==> src/rtl/enemy_ctrl_pkg.sv <==
// Shared state encoding and bit-scan helpers for the enemy wave sequencer.
package enemy_ctrl_pkg;

  localparam logic [2:0] ST_IDLE   = 3'd0;
  localparam logic [2:0] ST_ARMED  = 3'd1;
  localparam logic [2:0] ST_LATCH  = 3'd2;
  localparam logic [2:0] ST_DRAW   = 3'd3;
  localparam logic [2:0] ST_DELAY  = 3'd4;
  localparam logic [2:0] ST_ERASE  = 3'd5;
  localparam logic [2:0] ST_UPDATE = 3'd6;

  localparam int MAX_ENEMY = 16;

  typedef struct packed {
    logic       valid;
    logic [3:0] idx;
  } bit_sel_t;

  // Lowest set bit strictly above idx; the descending scan leaves the lowest hit.
  function automatic bit_sel_t next_set(input logic [MAX_ENEMY-1:0] mask,
                                        input logic [3:0] idx);
    bit_sel_t r;
    r = '0;
    for (int i = MAX_ENEMY - 1; i >= 0; i--) begin
      if (mask[i] && (i > int'(idx))) begin
        r.valid = 1'b1;
        r.idx   = 4'(i);
      end
    end
    return r;
  endfunction

  function automatic bit_sel_t first_set(input logic [MAX_ENEMY-1:0] mask);
    bit_sel_t r;
    r = '0;
    for (int i = MAX_ENEMY - 1; i >= 0; i--) begin
      if (mask[i]) begin
        r.valid = 1'b1;
        r.idx   = 4'(i);
      end
    end
    return r;
  endfunction

endpackage

==> src/rtl/frame_delay_cnt.sv <==
// Down-counter that spaces the draw and erase phases; holds at zero until reloaded.
module frame_delay_cnt #(
  parameter int CNT_W     = 20,
  parameter int DELAY_CYC = 833333
) (
  input  logic clk,
  input  logic reset_N,
  input  logic load,
  input  logic en,
  output logic zero
);

  logic [CNT_W-1:0] cnt_reg;

  always_ff @(posedge clk or negedge reset_N) begin
    if (!reset_N) begin
      cnt_reg <= '0;
    end else if (load) begin
      cnt_reg <= CNT_W'(DELAY_CYC - 1);
    end else if (en && (cnt_reg != '0)) begin
      cnt_reg <= cnt_reg - 1'b1;
    end
  end

  assign zero = (cnt_reg == '0);

endmodule

==> src/rtl/enemy_wave_ctrl.sv <==
// Per-frame draw / delay / erase / update sequencer for a wave of enemies
// sharing one pixel drawer.
module enemy_wave_ctrl
  import enemy_ctrl_pkg::*;
#(
  parameter int N_ENEMY   = 4,
  parameter int IDX_W     = 2,
  parameter int DELAY_CYC = 833333,
  parameter int CNT_W     = 20
) (
  input  logic               clk,
  input  logic               reset_N,
  input  logic               go,
  input  logic               done,
  input  logic               pause,
  input  logic [N_ENEMY-1:0] alive,
  output logic [IDX_W-1:0]   sel,
  output logic               plot,
  output logic               erase,
  output logic               en_XY,
  output logic               frame_tick,
  output logic               wave_clear
);

  logic [2:0]           state_reg;
  logic [IDX_W-1:0]     sel_reg;
  logic [N_ENEMY-1:0]   snap_reg;
  logic                 frame_tick_reg;
  logic                 wave_clear_reg;

  logic [MAX_ENEMY-1:0] snap_ext;
  logic [MAX_ENEMY-1:0] alive_ext;
  logic [3:0]           sel_ext;
  bit_sel_t             nxt_snap;
  bit_sel_t             first_snap;
  bit_sel_t             first_alive;
  logic                 cnt_load;
  logic                 cnt_en;
  logic                 cnt_zero;

  always_comb begin
    snap_ext                 = '0;
    snap_ext[N_ENEMY-1:0]    = snap_reg;
    alive_ext                = '0;
    alive_ext[N_ENEMY-1:0]   = alive;
    sel_ext                  = '0;
    sel_ext[IDX_W-1:0]       = sel_reg;
    nxt_snap                 = next_set(snap_ext, sel_ext);
    first_snap               = first_set(snap_ext);
    first_alive              = first_set(alive_ext);
  end

  assign cnt_load = (state_reg == ST_DRAW) && done && !nxt_snap.valid;
  assign cnt_en   = (state_reg == ST_DELAY) && !pause;

  frame_delay_cnt #(
    .CNT_W     (CNT_W),
    .DELAY_CYC (DELAY_CYC)
  ) u_delay (
    .clk     (clk),
    .reset_N (reset_N),
    .load    (cnt_load),
    .en      (cnt_en),
    .zero    (cnt_zero)
  );

  // Every phase walks the frozen snapshot, so a mid-frame kill still gets erased.
  always_ff @(posedge clk or negedge reset_N) begin
    if (!reset_N) begin
      state_reg      <= ST_IDLE;
      sel_reg        <= '0;
      snap_reg       <= '0;
      frame_tick_reg <= 1'b0;
      wave_clear_reg <= 1'b0;
    end else begin
      frame_tick_reg <= 1'b0;
      wave_clear_reg <= 1'b0;
      case (state_reg)
        ST_IDLE:  if (go) state_reg <= ST_ARMED;
        ST_ARMED: if (!go) state_reg <= ST_LATCH;
        ST_LATCH: begin
          snap_reg <= alive;
          if (alive == '0) begin
            wave_clear_reg <= 1'b1;
            state_reg      <= ST_IDLE;
          end else begin
            sel_reg   <= first_alive.idx[IDX_W-1:0];
            state_reg <= ST_DRAW;
          end
        end
        ST_DRAW: begin
          if (done) begin
            if (nxt_snap.valid) sel_reg <= nxt_snap.idx[IDX_W-1:0];
            else                state_reg <= ST_DELAY;
          end
        end
        ST_DELAY: begin
          if (cnt_zero && !pause) begin
            sel_reg   <= first_snap.idx[IDX_W-1:0];
            state_reg <= ST_ERASE;
          end
        end
        ST_ERASE: begin
          if (done) begin
            if (nxt_snap.valid) begin
              sel_reg <= nxt_snap.idx[IDX_W-1:0];
            end else begin
              sel_reg   <= first_snap.idx[IDX_W-1:0];
              state_reg <= ST_UPDATE;
            end
          end
        end
        ST_UPDATE: begin
          if (nxt_snap.valid) begin
            sel_reg <= nxt_snap.idx[IDX_W-1:0];
          end else begin
            frame_tick_reg <= 1'b1;
            state_reg      <= ST_LATCH;
          end
        end
        default: state_reg <= ST_IDLE;
      endcase
    end
  end

  assign sel        = sel_reg;
  assign plot       = (state_reg == ST_DRAW) || (state_reg == ST_ERASE);
  assign erase      = (state_reg == ST_ERASE);
  assign en_XY      = (state_reg == ST_UPDATE);
  assign frame_tick = frame_tick_reg;
  assign wave_clear = wave_clear_reg;

endmodule
==> config.mk <==
export PLATFORM = sky130hd
export DESIGN_NAME = enemy_wave_ctrl
export DESIGN_NICKNAME = d
export VERILOG_FILES = /design/src/rtl/enemy_ctrl_pkg.sv /design/src/rtl/frame_delay_cnt.sv /design/src/rtl/enemy_wave_ctrl.sv
export SDC_FILE = /design/constraint.sdc
export NUM_CORES = 1
export LEC_CHECK = 0
export CAP_MARGIN = 5
export CORE_MARGIN = 2
export CORE_UTILIZATION = 45
export DETAILED_ROUTE_END_ITERATION = 7
export PLACE_DENSITY = 0.64
export RECOVER_POWER = 100
export SETUP_SLACK_MARGIN = 0.05
export SLEW_MARGIN = 20
export SYNTH_ARGS = -nofsm -noshare
export SYNTH_HDL_FRONTEND = slang
export SYNTH_HIERARCHICAL = 1
export SYNTH_SLANG_ARGS = --single-unit
==> constraint.sdc <==
create_clock -name clk -period 4.65 [get_ports clk]
set_clock_uncertainty 0.1 [all_clocks]
set_input_delay 0.93 -clock clk [delete_from_list [all_inputs] [get_ports clk]]
set_output_delay 0.93 -clock clk [all_outputs]
set_load 0.03 [all_outputs]
; ---- Word level (Yosys, flattened, before mapping)
; Cells that the tools add are included.
[word_totals]
register_bits = 31
wordCells = 78
output_inout_bits = 7
in_bits = 9
[op_classes]
n_addsub = 1
n_eq_ne = 15
reduce_logical = 19
n_mux = 34
order_cmp = 3
[op_table]
columns = cell, count
row1 = $mux W20, 2
row2 = $mux W2, 15
row3 = $mux W3, 8
row4 = $pmux W3 S7, 1
row5 = $logic_not A20 Y1, 1
row6 = $reduce_bool A20 Y1, 1
row7 = $sub A20 B1 Y20 const B, 1
row8 = $ne A2 B2 Y1 const B, 8
row9 = $mux W5, 3
row10 = $pmux W2 S5, 1
row11 = $eq A3 B3 Y1 const B, 3
row12 = $logic_and A1 B1 Y1, 8
row13 = $reduce_and A8 Y1, 1
row14 = $eq A3 B2 Y1 const B, 2
row15 = $reduce_and A5 Y1, 1
row16 = $reduce_bool A5 Y1, 1
row17 = $gt A2 B2 Y1 const A, 2
row18 = $logic_not A4 Y1, 1
row19 = $mux W1, 4
row20 = $eq A3 B1 Y1 const B, 1
row21 = $logic_not A3 Y1, 1
row22 = $gt A1 B2 Y1 const A, 1
row23 = $logic_not A1 Y1, 2
row24 = $ne A2 B1 Y1 const B, 1
row25 = 2 further kinds, 2

; ---- Logic depth before layout (Yosys ltp)
; Gate-level depths: netlist (run 1).
[logic_depth]
ltp_word = 8
ltp_mapped = 10
depth_no_buf = 10

; ---- Cells and area by module
; Netlist (run 1), hierarchy kept.
[by_module_without_submodules]
columns = mod, area_each_um2, cells_each, seq_area_each_um2, instances
row1 = frame_delay_cnt, 1236.2, 129, 500.5, 1
row2 = enemy_wave_ctrl, 877.1, 91, 275.3, 1

; ---- Worst setup path after synthesis (run 1)
; No wires, ideal clock.
[synth_timing]
kind = input to register
start = input port pause
end = register u_delay.cnt_reg[17]
setup_ps = 78
t_required_ps = 4472
arrival_ps = 2512
path_buffers = 0
path_slack_ps = 1960
path_stages = 5
cell_sequence = nor3_1 > nor3b_1 > nand4_2 > or4b_1 > a21oi_1
[synth_via]
elab_chain_len = 4
[synth_lines]
columns = item, line
row1 = from (decl), enemy_wave_ctrl.sv:15  ; input logic pause,
row2 = $logic_not A1 Y1, enemy_wave_ctrl.sv:54  ; assign cnt_en = (state_reg == ST_DELAY) && !pause;
row3 = $logic_and A1 B1 Y1, enemy_wave_ctrl.sv:54
row4 = $logic_and A1 B1 Y1, frame_delay_cnt.sv:20  ; end else if (en && (cnt_reg != '0)) begin
row5 = $reduce_bool A2 Y1 (no line), n/a
row6 = to (signal assigned), frame_delay_cnt.sv:19  ; cnt_reg <= CNT_W'(DELAY_CYC - 1);
row7 = to (signal assigned), frame_delay_cnt.sv:21  ; cnt_reg <= cnt_reg - 1'b1;
row8 = to (decl), frame_delay_cnt.sv:13  ; logic [CNT_W-1:0] cnt_reg;
; Every way passes these cells.
; A chain may end at the register's enable or synchronous reset.

; ---- Final worst setup path (run 1)
[layout_timing]
start = register u_delay.cnt_reg[2]
end = register state_reg[0]
[layout_via]
elab_chain_len = 4
[layout_lines]
columns = item, line
row1 = $logic_not A20 Y1, frame_delay_cnt.sv:25  ; assign zero = (cnt_reg == '0);
row2 = net cnt_zero, enemy_wave_ctrl.sv:39  ; logic cnt_zero;
row3 = $logic_and A1 B1 Y1, enemy_wave_ctrl.sv:98  ; if (cnt_zero && !pause) begin
row4 = $ne A2 B1 Y1 (no line), n/a
row5 = $reduce_and A8 Y1 (no line), n/a
row6 = to (signal assigned), enemy_wave_ctrl.sv:94  ; else state_reg <= ST_DELAY;
row7 = to (signal assigned), enemy_wave_ctrl.sv:100  ; state_reg <= ST_ERASE;
row8 = to (signal assigned), enemy_wave_ctrl.sv:109  ; state_reg <= ST_UPDATE;
row9 = to (decl), enemy_wave_ctrl.sv:25  ; logic [2:0] state_reg;
; The timed path passes the listed nets, and every way through them passes these cells.

==> results.txt, run 1 <==
GR Overflow Total: 0
PnR Total Power: 0.001334 W
failing checks: capacitance limit, slew limit
Post-CTS Setup Bufs: 0
Crit Path Class: flip-flop to flip-flop
Initial DRC Count: 76
DR vias/cell: 6.038
PD cells: 578.4 nW/µm²
worst hold path class: flip-flop to flip-flop
upper clock frequency limit: 272.2 MHz
Initial Utilization: 47.55%
leakage: 0.8866 nW
io pins: 16
first-pass GRT wire length: 8266 µm
sequential area share after synthesis: 36.71%
slowest CP cell: nor4_1
relative slew slack: -13.77%
Finished Core Util: 51.89%
Post-Route WL: 4633 µm
worst path arrival time: 3750 ps
critical path endpoint category: flip-flop
TritonCTS buffer count: 5
largest area contributor in the netlist: dfrtp_1
post-CTS sizing: 0
Yosys top cell area share: 36.71%
routability cong.: 0.8511
syn nets: 231
Post-Place Cells: 281
YS warnings: 6
Mapped Area: 2113 µm²
die area: 5261 µm²
I/O Buffers: 15
row count: 24
CTS Sinks: 31
fin crit period: 3673 ps
Clk Latency, worst-skew pair: 280 ps
nets: 247
core footprint: 4444 µm²
Post-DP Area: 2291 µm²
hold_buf cts: 0
hpwl dp: 3329 µm
Largest register FFs: 20
top cells by area, synth: dfrtp_1, nor2_1, mux2_2
setup TNS: 0 ps
count of final hold-check violations: 0
top cells by count, synth: dfrtp_1, nor2_1, nand2_1, nor3_1, o21ai_0
share of layout cells above drive strength 1: 14.77%
largest net degree at the start of global routing: 32
DRT Pass-1 Iters: 6
RSZ-0062 raised after global routing: no
Yosys cell types: 68
Post-synth EDFFs: 0
drt wl/cell: 16.03 µm
crit start category: flip-flop
Post-synth ARST share: 100.0%
clock tree buffer depth: 2
CTS tree: done
Critical Path RT: 4720 ps
H-Tree Depth: 2
Max Fanout on Critical Path: 8
critical path's largest stage delay: 940 ps
period utilization: 79.00%
Area Overhead vs Synth: 9.118%
Design Area, Final: 2306 µm²
# diodes: 0
vias in the first global route: 1741
Synth Flop Type: dfrtp_1
worst path cell trace: nor4_1 -> nand2_1 -> nor3_1 -> nor3b_1 -> o32ai_1 -> or3_2 -> mux2_4
via count: 1745
status: complete, but fails checks
peak supply drop: 0.2791 mV
fillers: 436
Worst Tran Pin Value: 1707 ps
GRT Overall Usage: 19.97%
CTS clk-pin slew, worst paths: 70 ps
Synth Area per Inst: 9.606 µm²
Die Y: 72.53 µm
max-slew violations: 32
DRC Markers: 0
Setup Viol. Count Final: 0
Max Cap Viol: 1
number of synthesized register bits: 31
count leader, synth: dfrtp_1
initial antenna violation count: 0
Die X: 72.53 µm
post-route antenna net violation count: 0
cells after synthesis: 220
Non-Filler Instances: 289
clock root cell: clkbuf_8
worst paths after layout:
kind                               startpoint                 end  slack, ps  cells past startpoint
max                        u_delay/cnt_reg[2]        state_reg[0]        980                      7
min                               snap_reg[0]         snap_reg[0]        460                      1
max reg2reg                u_delay/cnt_reg[2]        state_reg[0]        980                      7
min reg2reg                       snap_reg[0]         snap_reg[0]        460                      1
max in group asynchronous             reset_N         snap_reg[3]       1930                      2
min in group asynchronous             reset_N  u_delay/cnt_reg[1]       1530                      2
worst max-delay path, delay by kind of cell, from the launching register on:
kind	cells	cell delay [ps]
flops	1	440
simple gates	5	2540
compound gates	1	180
mux	1	310
cells in the final DEF (no fill, tap or decap), types with 3 or more instances in the layout:
master            n
dlygate4sd3_1    10
inv_1             5
nand3_1           8
or4_1             4
o31ai_1           7
a21oi_1           9
nor4_1            5
nand3b_1          4
or3_1             5
mux2_2            5
clkbuf_1          4
nor2_1           19
o21ai_0          11
nor3b_1           3
nor2b_1           8
clkbuf_8          5
nor3_1           13
nand2_1          13
dfrtp_1          31
and3_1            3
clkdlybuf4s50_1   5
report_power, final:
group          total (W)  internal, W  switching (W)
clock           0.000208     0.000105       0.000103
combinational   0.000593     0.000280       0.000313
sequential      0.000533     0.000374       0.000159
total            0.00133     0.000759       0.000575
through the flow:
stage | hold slack (ps) | setup slack (ps)
5_1_grt | 471.4 | 656.4
2_1_floorplan | 405.3 | 1960
3_3_place_gp | 441.2 | 1283
3_5_place_dp | 442.1 | 1234
4_1_cts | 458.0 | 1471
6_report | 458.5 | 976.6
layout make-up:
cell class                 instances  area [µm²]  share of cell area, %
inverter                           5       18.77                 0.8139
timing repair buffer              17       157.7                  6.837
multi-input combinational        176        1207                  52.36
clock buffer                       7       76.32                  3.310
clock inverter                     1       5.005                 0.2170
sequential                        31       775.7                  33.64
tap                               52       65.06                  2.821
routing by layer:
layer / wire, µm / global-route usage [%] / part of all wire (%)
met1: 2078 / 24.78 / 45
met4: 23 / 4.938 / 0.50
met2: 2395 / 34.34 / 52
met5: 0 / 0 / 0
met3: 136 / 5.417 / 2.9
cell families after synthesis:
| family | after synthesis | share of synthesized area, % |
|---|---|---|
| xor+xnor | 2 | 0.8290 |
| fa+ha+maj | 2 | 1.184 |
| compound gates | 55 | 19.72 |
| buf+inv | 13 | 3.374 |
| flops | 31 | 36.71 |
| mux | 9 | 5.092 |
| simple gates | 108 | 33.10 |
Power figures use the tool's default switching activity.
==> run 2, diff against run 1 <==
PLACE_DENSITY = 0.66   (was 0.64)
clock period = 3 ns   (was 4.65 ns; I/O delays follow)
==> run 2 against run 1 <==
  * The run still ends with capacitance limit, slew limit left
  * Sequential power up 49%
  * Non-clock buffer count up 9
  * First-iteration DRC count is 74% higher
  * Worst hold slack worse by 9.1 ps
  * Routed wire length grew 1.3%
  * Power up 66%
  * Final cell count is 3.1% higher
  * Via count grew 4.9%
  * Fmax is 33% higher
  * Count of clock-buffer cells in the layout decreased by 1
  * Design area is 4.9% higher
  * Register-to-register slack got worse by 740 ps
  * Largest power group unchanged
==> results.txt, run 2 (same netlist as run 1, synthesis figures left out) <==
Die X: 72.53 µm (unchanged)
RSZ-0062 raised after global routing: no
period utilization: 92.26% (+13 points)
critical path endpoint category: flip-flop
vias in the first global route: 1750 (+0.52%)
clock tree buffer depth: 2 (unchanged)
# diodes: 0 (unchanged)
io pins: 16 (unchanged)
hpwl dp: 3451 µm (+3.7%)
worst path cell trace: inv_1 -> ha_1 -> nor2b_1 -> nand2_1 -> nor3_1 -> nor3b_2 -> o32ai_2 -> or3_1 -> mux2_1
drt wl/cell: 15.75 µm (-1.7%)
DRT Pass-1 Iters: 4 (-2)
GR Overflow Total: 0 (unchanged)
failing checks: capacitance limit, slew limit
clock root cell: clkbuf_8
routability cong.: 0.8464 (-0.55%)
met2 Track Usage GR: 32.93% (-1.4 points)
Setup Viol. Count Final: 0 (unchanged)
Design Area, Final: 2420 µm² (+4.9%)
I/O Buffers: 15 (unchanged)
most frequent cells in the layout: dfrtp_1, nor2_1, nand2_1, nor3_1, o21ai_0
GR peak layer: met2
die area: 5261 µm² (unchanged)
reg2reg start: u_delay/cnt_reg[0]
CTS Sinks: 31 (unchanged)
post-route antenna net violation count: 0 (unchanged)
Placement Setup Slack: 228.3 ps (-1006 ps)
critical path's largest stage delay: 420 ps (-520 ps)
Post-CTS Setup Bufs: 0 (unchanged)
Die Y: 72.53 µm (unchanged)
Area Overhead vs Synth: 14.51%
TritonCTS buffer count: 5 (unchanged)
count of final hold-check violations: 0 (unchanged)
Initial Utilization: 47.55% (unchanged)
hold_buf cts: 0 (unchanged)
Multi-input gate area: 1227 µm² (+1.7%)
commonest non-fill, non-tap cell in the layout: dfrtp_1
H-Tree Depth: 2 (unchanged)
via count: 1831 (+4.9%)
Initial DRC Count: 132 (+74%)
Non-Filler Instances: 298 (+3.1%)
Crit Path Class: flip-flop to flip-flop
Largest register FFs: 20 (unchanged)
status: complete, but fails checks
CP endpoint: state_reg[0]
Max Fanout on Critical Path: 6 (-2)
fillers: 421 (-3.4%)
Max Cap Viol: 1 (unchanged)
CTS tree: done
share of layout cells above drive strength 1: 17.89% (+3.1 points)
Clk Latency, worst-skew pair: 290 ps (about the same)
Critical Path RT: 3070 ps (-1650 ps)
nets: 256 (+3.6%)
fin crit period: 2768 ps (-905.7 ps)
relative slew slack: -12.56% (+1.2 points)
worst hold path class: flip-flop to flip-flop
peak supply drop: 0.4341 mV (+56%)
GRT met3 Usage: 3.611% (-1.8 points)
PD cells: 912.5 nW/µm² (+58%)
Seq. cell area: 775.7 µm² (unchanged)
initial antenna violation count: 0 (unchanged)
FF-to-FF path depth: 9 (+2)
Post-Route WL: 4694 µm (+1.3%)
DR vias/cell: 6.144 (+1.8%)
post-layout worst setup margin: 232.3 ps (-744.3 ps)
Critical Path Stages: 9 (+2)
core footprint: 4444 µm² (unchanged)
Post-DP Area: 2359 µm² (+2.9%)
largest net degree at the start of global routing: 32 (unchanged)
first-pass GRT wire length: 8107 µm (-1.9%)
CP Launch Point: u_delay/cnt_reg[0]
Finished Core Util: 54.45% (+2.6 points)
Crit path max-delay family: simple AND/OR/NAND/NOR gates
Worst Tran Pin Value: 1688 ps (-18.13 ps)
Post-Place Cells: 290 (+3.2%)
max-slew violations: 32 (unchanged)
routing usage on met1: 24.93% (+0.15 points)
upper clock frequency limit: 361.3 MHz (+33%)
slowest CP cell: or3_1
capture point of the worst reg-to-reg path: state_reg[0]
row count: 24 (unchanged)
DRC Markers: 0 (unchanged)
r2r setup slk: 230 ps (-740 ps)
CTS clk-pin slew, worst paths: 70 ps (about the same)
setup TNS: 0 ps (unchanged)
Buf+Inv Stages, Crit Path: 1 (+1)
crit start category: flip-flop
GRT Overall Usage: 19.72% (-0.24 points)
post-CTS sizing: 0 (unchanged)
worst path arrival time: 2840 ps (-910 ps)
leakage: 0.9469 nW (+6.8%)
## run 2: cell type report
cell class,count,area share (%)
clock inverter,2,1.448
timing repair buffer,26,8.893
sequential,31,32.06
inverter,5,0.7756
multi-input combinational,176,50.72
clock buffer,6,3.413
tap,52,2.689
## run 2: where the power goes
| part | internal, W | switching [W] |
|---|---|---|
| clock network | 0.000269 | 0.000167 |
| logic | 0.000441 | 0.000536 |
| registers | 0.000580 | 0.000216 |
## run 2: metal layers
metal,vias to the layer above,wire length (µm)
li1,887,-
met1,893,2160
met2,41,2282
met3,10,154
met4,0,96
met5,-,0
## run 2: worst min-delay path by stage
stage               cells after the start           to  slack (ps)        start
finish                                  1  snap_reg[0]         450  snap_reg[0]
detailed placement                      1  snap_reg[0]         430  snap_reg[0]
global placement                        1  snap_reg[0]         430  snap_reg[0]
CTS                                     1  snap_reg[0]         450  snap_reg[0]
global route                            1  snap_reg[0]         480  snap_reg[0]
floorplan                               0   frame_tick         200      reset_N
## run 2: metrics by stage
stage	hold slack (ps)	power, W
after floorplan	204.4	0.001602
after global placement	425.1	0.001850
after detailed placement	434.3	0.001856
after CTS	451.1	0.002300
after global routing	480.5	0.002379
final	449.3	0.002208
